### config.mk
export PLATFORM = sky130hd
export DESIGN_NAME = ltssm_polling_fsm
export DESIGN_NICKNAME = d
export VERILOG_FILES = /design/src/rtl/ltssm_polling_fsm.sv
export SDC_FILE = /design/constraint.sdc
export NUM_CORES = 1
export LEC_CHECK = 0
export ABC_AREA = 0
export ABC_CLOCK_PERIOD_IN_PS = 2500
export BUFFER_PORTS_ARGS = -buffer_cell sky130_fd_sc_hd__buf_2
export CAP_MARGIN = 30
export CORE_MARGIN = 8
export CORE_UTILIZATION = 55
export DETAILED_ROUTE_END_ITERATION = 6
export GPL_TIMING_DRIVEN = 0
export PLACE_DENSITY = 0.73
export SYNTH_ARGS = -nofsm -noshare
export SYNTH_HDL_FRONTEND = slang
export SYNTH_SLANG_ARGS = --single-unit
### constraint.sdc
create_clock -name clk_i -period 2.5 [get_ports clk_i]
set_input_delay 0.25 -clock clk_i [delete_from_list [all_inputs] [get_ports clk_i]]
set_output_delay 0.25 -clock clk_i [all_outputs]
set_load 0.01 [all_outputs]
### src/rtl/ltssm_polling_fsm.sv
// ltssm_polling_fsm: PCIe LTSSM Polling sub-state machine.
// Drives TS1/TS2 transmit requests. Counts sent and received training sets.
// Reports success (go to Configuration), failure (back to Detect) or entry
// into Polling.Compliance.
//
// Interface semantics: the design has no valid/ready handshake. Every input
// is a strobe sampled on each rising clk_i edge.
//   - ts_valid_i / os_sent_i report one event per cycle while high.
//   - ts_type_i / ts_compliance_i are meaningful only while ts_valid_i is high.
//   - tx_os_req_o is a level. The transmitter keeps sending while it is high.
//   - substate_o is the registered FSM state, visible for debug and checking.
module ltssm_polling_fsm #(
  parameter int unsigned TIMEOUT_ACTIVE = 6000000,
  parameter int unsigned TIMEOUT_CONFIG = 12000000,
  parameter int unsigned TX_TS1_MIN     = 1024,
  parameter int unsigned RX_TS_REQ      = 8,
  parameter int unsigned TX_TS2_AFTER   = 16
) (
  input  logic       clk_i,
  input  logic       rst_ni,
  input  logic       enter_i,
  input  logic       abort_i,
  input  logic       ts_valid_i,
  input  logic       ts_type_i,
  input  logic       ts_compliance_i,
  input  logic       os_sent_i,
  output logic       tx_os_req_o,
  output logic       tx_os_type_o,
  output logic       compliance_o,
  output logic [1:0] substate_o,
  output logic       done_o,
  output logic       fail_o
);

  localparam int unsigned TMR_MAX = (TIMEOUT_ACTIVE > TIMEOUT_CONFIG) ? TIMEOUT_ACTIVE
                                                                      : TIMEOUT_CONFIG;
  localparam int TX_W  = $clog2(TX_TS1_MIN) + 1;
  localparam int RX_W  = $clog2(RX_TS_REQ) + 1;
  localparam int TX2_W = $clog2(TX_TS2_AFTER) + 1;
  localparam int TMR_W = $clog2(TMR_MAX) + 1;

  localparam logic [TX_W-1:0]  TX_MIN_C   = TX_W'(TX_TS1_MIN);
  localparam logic [RX_W-1:0]  RX_REQ_C   = RX_W'(RX_TS_REQ);
  localparam logic [TX2_W-1:0] TX2_REQ_C  = TX2_W'(TX_TS2_AFTER);
  localparam logic [TMR_W-1:0] ACT_LAST_C = TMR_W'(TIMEOUT_ACTIVE - 1);
  localparam logic [TMR_W-1:0] CFG_LAST_C = TMR_W'(TIMEOUT_CONFIG - 1);

  typedef enum logic [1:0] {
    S_IDLE   = 2'd0,
    S_ACTIVE = 2'd1,
    S_CONFIG = 2'd2,
    S_COMPL  = 2'd3
  } state_t;

  state_t             r_state;
  logic [TX_W-1:0]    r_tx_cnt;
  logic [RX_W-1:0]    r_rx_cnt;
  logic [TX2_W-1:0]   r_tx2_cnt;
  logic [TMR_W-1:0]   r_timer;
  logic               r_rx_seen;
  logic               r_tx_req;
  logic               r_tx_type;
  logic               r_compl;
  logic               r_done;
  logic               r_fail;

  state_t             w_nxt_state;
  logic               w_set_done;
  logic               w_set_fail;
  logic               w_restart;
  logic               w_act_ok;
  logic               w_cfg_ok;
  logic               w_ts2_rx;
  logic               w_tx_sat;
  logic               w_rx_sat;
  logic               w_tx2_sat;
  logic               w_tmr_sat;

  // Exit conditions look only at registered counters, so a set that arrives
  // in the same cycle is seen one edge later.
  assign w_act_ok  = (r_tx_cnt >= TX_MIN_C) && (r_rx_cnt >= RX_REQ_C);
  assign w_cfg_ok  = (r_rx_cnt >= RX_REQ_C) && (r_tx2_cnt >= TX2_REQ_C);
  assign w_ts2_rx  = ts_valid_i && ts_type_i;
  assign w_tx_sat  = &r_tx_cnt;
  assign w_rx_sat  = &r_rx_cnt;
  assign w_tx2_sat = &r_tx2_cnt;
  assign w_tmr_sat = &r_timer;

  // Next-state selection. Priority is abort, then enter, then success, then timeout.
  always_comb begin
    w_nxt_state = r_state;
    w_set_done  = 1'b0;
    w_set_fail  = 1'b0;
    if (abort_i) begin
      w_nxt_state = S_IDLE;
    end else if (enter_i) begin
      w_nxt_state = S_ACTIVE;
    end else begin
      case (r_state)
        S_ACTIVE: begin
          if (w_act_ok) begin
            w_nxt_state = S_CONFIG;
          end else if (r_timer == ACT_LAST_C) begin
            // A completely silent link goes to Compliance. A link that was
            // heard but never qualified counts as a failed attempt.
            if (!r_rx_seen) begin
              w_nxt_state = S_COMPL;
            end else begin
              w_nxt_state = S_IDLE;
              w_set_fail  = 1'b1;
            end
          end
        end
        S_CONFIG: begin
          if (w_cfg_ok) begin
            w_nxt_state = S_IDLE;
            w_set_done  = 1'b1;
          end else if (r_timer == CFG_LAST_C) begin
            w_nxt_state = S_IDLE;
            w_set_fail  = 1'b1;
          end
        end
        S_COMPL: begin
          if (ts_valid_i) begin
            w_nxt_state = S_ACTIVE;
          end
        end
        default: begin
          w_nxt_state = r_state;
        end
      endcase
    end
    // enter_i restarts ACTIVE even when the state is already ACTIVE.
    w_restart = (w_nxt_state != r_state) || (enter_i && !abort_i);
  end

  // State, registered outputs, counters and timer. Events in a cycle that
  // changes state are dropped and the counters restart from zero.
  always_ff @(posedge clk_i or negedge rst_ni) begin
    if (!rst_ni) begin
      r_state   <= S_IDLE;
      r_tx_cnt  <= '0;
      r_rx_cnt  <= '0;
      r_tx2_cnt <= '0;
      r_timer   <= '0;
      r_rx_seen <= 1'b0;
      r_tx_req  <= 1'b0;
      r_tx_type <= 1'b0;
      r_compl   <= 1'b0;
      r_done    <= 1'b0;
      r_fail    <= 1'b0;
    end else begin
      r_state   <= w_nxt_state;
      r_done    <= w_set_done;
      r_fail    <= w_set_fail;
      r_tx_req  <= (w_nxt_state == S_ACTIVE) || (w_nxt_state == S_CONFIG);
      r_tx_type <= (w_nxt_state == S_CONFIG);
      r_compl   <= (w_nxt_state == S_COMPL);
      if (w_restart) begin
        r_tx_cnt  <= '0;
        r_rx_cnt  <= '0;
        r_tx2_cnt <= '0;
        r_timer   <= '0;
        r_rx_seen <= 1'b0;
      end else begin
        case (r_state)
          S_ACTIVE: begin
            if (!w_tmr_sat) r_timer <= r_timer + 1'b1;
            if (os_sent_i && !w_tx_sat) r_tx_cnt <= r_tx_cnt + 1'b1;
            if (ts_valid_i) begin
              r_rx_seen <= 1'b1;
              // A compliance-flagged TS breaks the consecutive run.
              if (ts_compliance_i) begin
                r_rx_cnt <= '0;
              end else if (!w_rx_sat) begin
                r_rx_cnt <= r_rx_cnt + 1'b1;
              end
            end
          end
          S_CONFIG: begin
            if (!w_tmr_sat) r_timer <= r_timer + 1'b1;
            if (ts_valid_i) begin
              if (ts_type_i) begin
                if (!w_rx_sat) r_rx_cnt <= r_rx_cnt + 1'b1;
              end else begin
                r_rx_cnt <= '0;
              end
            end
            if (w_ts2_rx) r_rx_seen <= 1'b1;
            // TS2 sends count from the first received TS2 onwards. A send in
            // the same cycle as that first TS2 also counts.
            if (os_sent_i && (r_rx_seen || w_ts2_rx) && !w_tx2_sat) begin
              r_tx2_cnt <= r_tx2_cnt + 1'b1;
            end
          end
          default: begin
            r_timer <= '0;
          end
        endcase
      end
    end
  end

  assign tx_os_req_o  = r_tx_req;
  assign tx_os_type_o = r_tx_type;
  assign compliance_o = r_compl;
  assign substate_o   = r_state;
  assign done_o       = r_done;
  assign fail_o       = r_fail;

endmodule
# Yosys cells after proc, flatten, opt, wreduce, memory -nomap -nowiden
# Index checks and enable logic that the tools add are counted.
# classes
addsub	4
n_eq_ne	13
muxes	41
order_cmp	3
n_reduce_logical	27
# op_table
cell	count
$mux 25	3
$mux 11	3
$add 25x1->25 const B	1
$eq 25x23->1 const B	1
$eq 25x24->1 const B	1
$reduce_and 25->1	1
$mux 4	6
$mux 2	8
$mux 5	3
$mux 1	14
$ne 3x3->1 const B	4
$add 11x1->11 const B	1
$ge 11x11->1 const B	1
$reduce_and 11->1	1
$eq 2x2->1 const B	4
$pmux 4 s2	1
$reduce_bool 2->1	4
$logic_and 1x1->1	7
$pmux 2 s3	1
$reduce_and 3->1	2
$add 5x1->5 const B	1
$ge 5x5->1 const B	1
$reduce_and 5->1	1
$add 4x1->4 const B	1
10 further kinds	17
# totals
ff_bits	53
input_bits	8
wordCells	99
out_inout_bits	7

# Depth between registers and ports, before layout
# logic_depth
ltp_word	10
depth_mapped	9

# Worst setup path after synthesis
# No wires, ideal clock.
# synth_path
kind	reg2reg
start	register r_state[1] (netlist: substate_o[1])
end	register r_tx_req (netlist: tx_os_req_o)
arrival_time_ns	2.088
path_slack_ns	0.299
stages_incl_launch_ff	8
t_required_ns	2.387
synth_period_minus_slack_ns	2.201
setup_time_ns	0.113
path_cell_list	dfrtp_1 > inv_1 > ha_1 > a21bo_2 > or4b_1 > a31o_1 > ha_1 > inv_1
# synth_between
elab_chain_cells	7
# synth_rtl
element	line_no	text
from (decl)	55	state_t r_state;
from (signal assigned)	153	r_state <= w_nxt_state;
$mux 2, on equally long branches	118, 103	
$mux 2, on equally long branches	115, 101	
$pmux 2 s3 *	99	case (r_state)
$mux 2 *	96	end else if (enter_i) begin
$mux 2 *	94	if (abort_i) begin
$eq 2x1->1 or $eq 2x2->1 (tied branches)	156	r_tx_req <= (w_nxt_state == S_ACTIVE) || (w_nxt_state == S_CONFIG);
$logic_or 1x1->1 *	156	
to (signal assigned)	156	
to (decl)	61	logic r_tx_req;
# Every way passes the cells marked *; elsewhere a longest branch is shown, timed or not.
# A chain may end at the register's enable or synchronous reset.

# Worst setup path in the final report
# layout_path
start	register r_timer[1]
end	register r_tx_req (netlist: tx_os_req_o)
# layout_between
elab_chain_cells	8
# layout_rtl
element	line_no	text
from (decl)	59	logic [TMR_W-1:0] r_timer;
from (signal assigned)	168	if (!w_tmr_sat) r_timer <= r_timer + 1'b1;
from (signal assigned)	181	if (!w_tmr_sat) r_timer <= r_timer + 1'b1;
$eq 25x24->1 or $eq 25x23->1 (tied branches)	118, 103	
$mux 2, on equally long branches	118, 103	
$mux 2, on equally long branches	115, 101	
$pmux 2 s3 *	99	
$mux 2 *	96	
$mux 2 *	94	
$eq 2x1->1 or $eq 2x2->1 (tied branches)	156	
$logic_or 1x1->1 *	156	
# Marked as above.

==> impl_metrics.json <==
{
  "syn_to_final_growth_pct": 11.86,
  "required_ns": 2.71,
  "nets": 367,
  "clkPwrFrac_pct": 40.4,
  "slew_viol_final": 0,
  "antenna_left": 0,
  "placed_cells": 407,
  "viasPerCell": 5.630,
  "p_sw_share_pct": 21.62,
  "die_w_um": 89.92,
  "p_sw_uw": 360.0,
  "hold_class": "input pin to flip-flop",
  "first_iter_violations": 134,
  "cts.path.max_buffers": 2,
  "grt_usage_pct": 15.16,
  "netlist_area_um2": 3005,
  "start_util_pct": 55.60,
  "finalNonFillerCells": 419,
  "total_power_uw": 1665,
  "cts_inserted_buffers": 5,
  "setup_viol": 0,
  "ys_async_sr_fraction_pct": 100.0,
  "leakage_uw": 0.001480,
  "worstSkewPairLatency_ns": 0.31,
  "ios": 15,
  "ys_seq_area_share_pct": 44.13,
  "cp-start-kind": "flip-flop",
  "die_y_um": 89.92,
  "core_area_um2": 5405,
  "seqCellArea_um2": 1326,
  "max_cap_viol_count": 0,
  "layout_common_cells": "nor2_1 (59), dfrtp_1 (53), nand2_1 (32)",
  "syn_inst": 320,
  "grt_pass1_vias": 2303,
  "first_pass_iters": 4,
  "synth_edf_count": 0,
  "io_buffer_count": 14,
  "wl_per_cell_um": 13.86,
  "fillCellCount": 466,
  "ys.flop_type": "dfrtp_1",
  "antenna_found_initial": 0,
  "vdd_drop_max_v": 0.0002657,
  "htreeDepth": 2,
  "place_hpwl_um": 4186,
  "clkSlewWorstSetupHoldPaths_ns": 0.09,
  "grt_max_degree": 32,
  "grt_pass1_wl_um": 10420,
  "via_count": 2359,
  "cts-root-buf": "clkbuf_8",
  "drive_above_1_share_pct": 12.97,
  "drc": 0,
  "critical_path_arrival_ns": 2.58,
  "period_needed_ns": 2.372,
  "diodes": 0,
  "criticalPathCategory": "flip-flop to flip-flop",
  "ys_warn_count": 0,
  "path_max_fanout": 4,
  "ys_types": 45,
  "cts_tree": "yes",
  "multi_input_area_um2": 1597,
  "numClockSinks": 53,
  "place_congestion": 0.8001,
  "cellInternalPower_uw": 1305,
  "die_area_um2": 8086,
  "syn_nets": 341,
  "synth_seq_cells": 53,
  "hold_violations": 0,
  "seqPwrFrac_pct": 52.3,
  "critPathCaptureType": "flip-flop",
  "finish.utilization_pct": 62.20,
  "power_density_nw_per_um2": 495.2,
  "num_rows": 27,
  "maxSlewHeadroom_pct": 54.87,
  "syn_area_per_cell_um2": 9.392,
  "p_comb_share_pct": 7.3,
  "routed_wl_um": 5809,
  "globalRouteOverflowTotal": 0,
  "final_common_cell": "nor2_1",
  "timing.fmax_mhz": 421.6,
  "worst_pin_slew_ns": 0.6718,
  "fin_skew_ns": 0.008689,
  "status": "finished clean",
  "period_share_pct": 94.88
}
power groups by stage:
stage / sequential [uW] / clock (uW) / combinational [uW]
floorplan: 889 / 0 / 66.2
global placement: 888 / 0 / 112
detailed placement: 888 / 0 / 118
CTS: 871 / 694 / 120
global route: 873 / 723 / 140
finish: 871 / 673 / 122
critical path, cell delays in order, from the launching register on:
cell,delay [ns]
dfrtp_1,0.39
ha_1,0.21
and4_4,0.25
nand3_1,0.14
nor3_4,0.26
or4b_1,0.49
a31o_1,0.23
ha_1,0.27
inv_1,0.04
through the flow:
stage	setup slack (ns)	hold slack, ns	setup TNS (ns)	instance area (um^2)
floorplan	0.2993	-0.04559	0	3005
detailed placement	0.1022	0.2629	0	3186
CTS	0.08290	0.1970	0	3329
finish	0.1281	0.2125	0	3362
global route	-0.006952	0.2159	-0.006952	3362
global placement	0.1167	0.5158	0	3166
final timing paths:
| kind | cells after the start | startpoint | slack, ns | to |
|---|---|---|---|---|
| setup / recovery | 8 | r_timer[1] | 0.13 | tx_os_req_o |
| hold / removal | 2 | abort_i | 0.21 | substate_o[0] |
| setup reg to reg | 8 | r_timer[1] | 0.13 | tx_os_req_o |
| hold reg to reg | 2 | r_tx_cnt[7] | 0.55 | r_tx_cnt[7] |
| max in group asynchronous | 3 | rst_ni | 1.51 | r_tx_cnt[2] |
| min in group asynchronous | 2 | rst_ni | 0.45 | r_timer[11] |
cell usage after synthesis (3+ instances only):
library cell	count	area (um^2)
and4b_1	3	30.03
xor2_1	20	175.2
dfrtp_1	53	1326
clkbuf_1	3	11.26
nor4_1	3	18.77
and3_1	10	62.56
nor3b_1	3	22.52
nor2_1	59	221.5
o21ai_0	10	50.05
a21oi_1	9	45.04
a41oi_1	4	35.03
nand2_1	32	120.1
and4_1	5	43.79
a31oi_1	3	18.77
and2_1	4	25.02
mux2i_1	7	70.07
inv_1	9	33.78
nor3_1	7	35.03
ha_1	13	162.7
nand3_1	15	75.07
xnor2_1	11	96.34
nand4_1	6	37.54
registers in the layout, summed over array words and instances, names as in the netlist:
| signal | cells |
|---|---|
| compliance_o | 1 |
| done_o | 1 |
| fail_o | 1 |
| r_rx_cnt | 4 |
| r_rx_seen | 1 |
| r_timer | 25 |
| r_tx2_cnt | 5 |
| r_tx_cnt | 11 |
| substate_o | 2 |
| tx_os_req_o | 1 |
| tx_os_type_o | 1 |
layer usage:
layer	GRT usage (%)	share of wire [%]
met3	3.824	4.7
met1	18.89	48
met4	4.854	1.1
met2	25.03	46
met5	0	0
cells by family after synthesis:
group | Yosys count | synth area share [%]
flip-flops | 53 | 44.13
buffers and inverters | 18 | 3.080
XOR/XNOR | 31 | 9.034
AND/OR/NAND/NOR | 157 | 26.52
adder cells (fa/ha/maj) | 13 | 5.412
AO/OA/AOI/OAI | 39 | 8.743
multiplexers | 9 | 3.081
area by class of cell:
class                   count  area share [%]
multi-input cells         249           47.49
flip-flops and latches     53           39.45
repair buffers             19           3.647
well taps                  72           2.680
clock buffers               5           2.047
clock inverters             3           1.935
plain buffers               9           1.749
inverters                   9           1.005
what timing repair did:
item / CTS / global route
hold endpoints to repair: 22 / 0
setup endpoints to repair: 0 / 34
setup buffers: 0 / 3
hold buffers: 1 / 0
resized for setup: 0 / 3
Power figures use the tool's default switching activity.
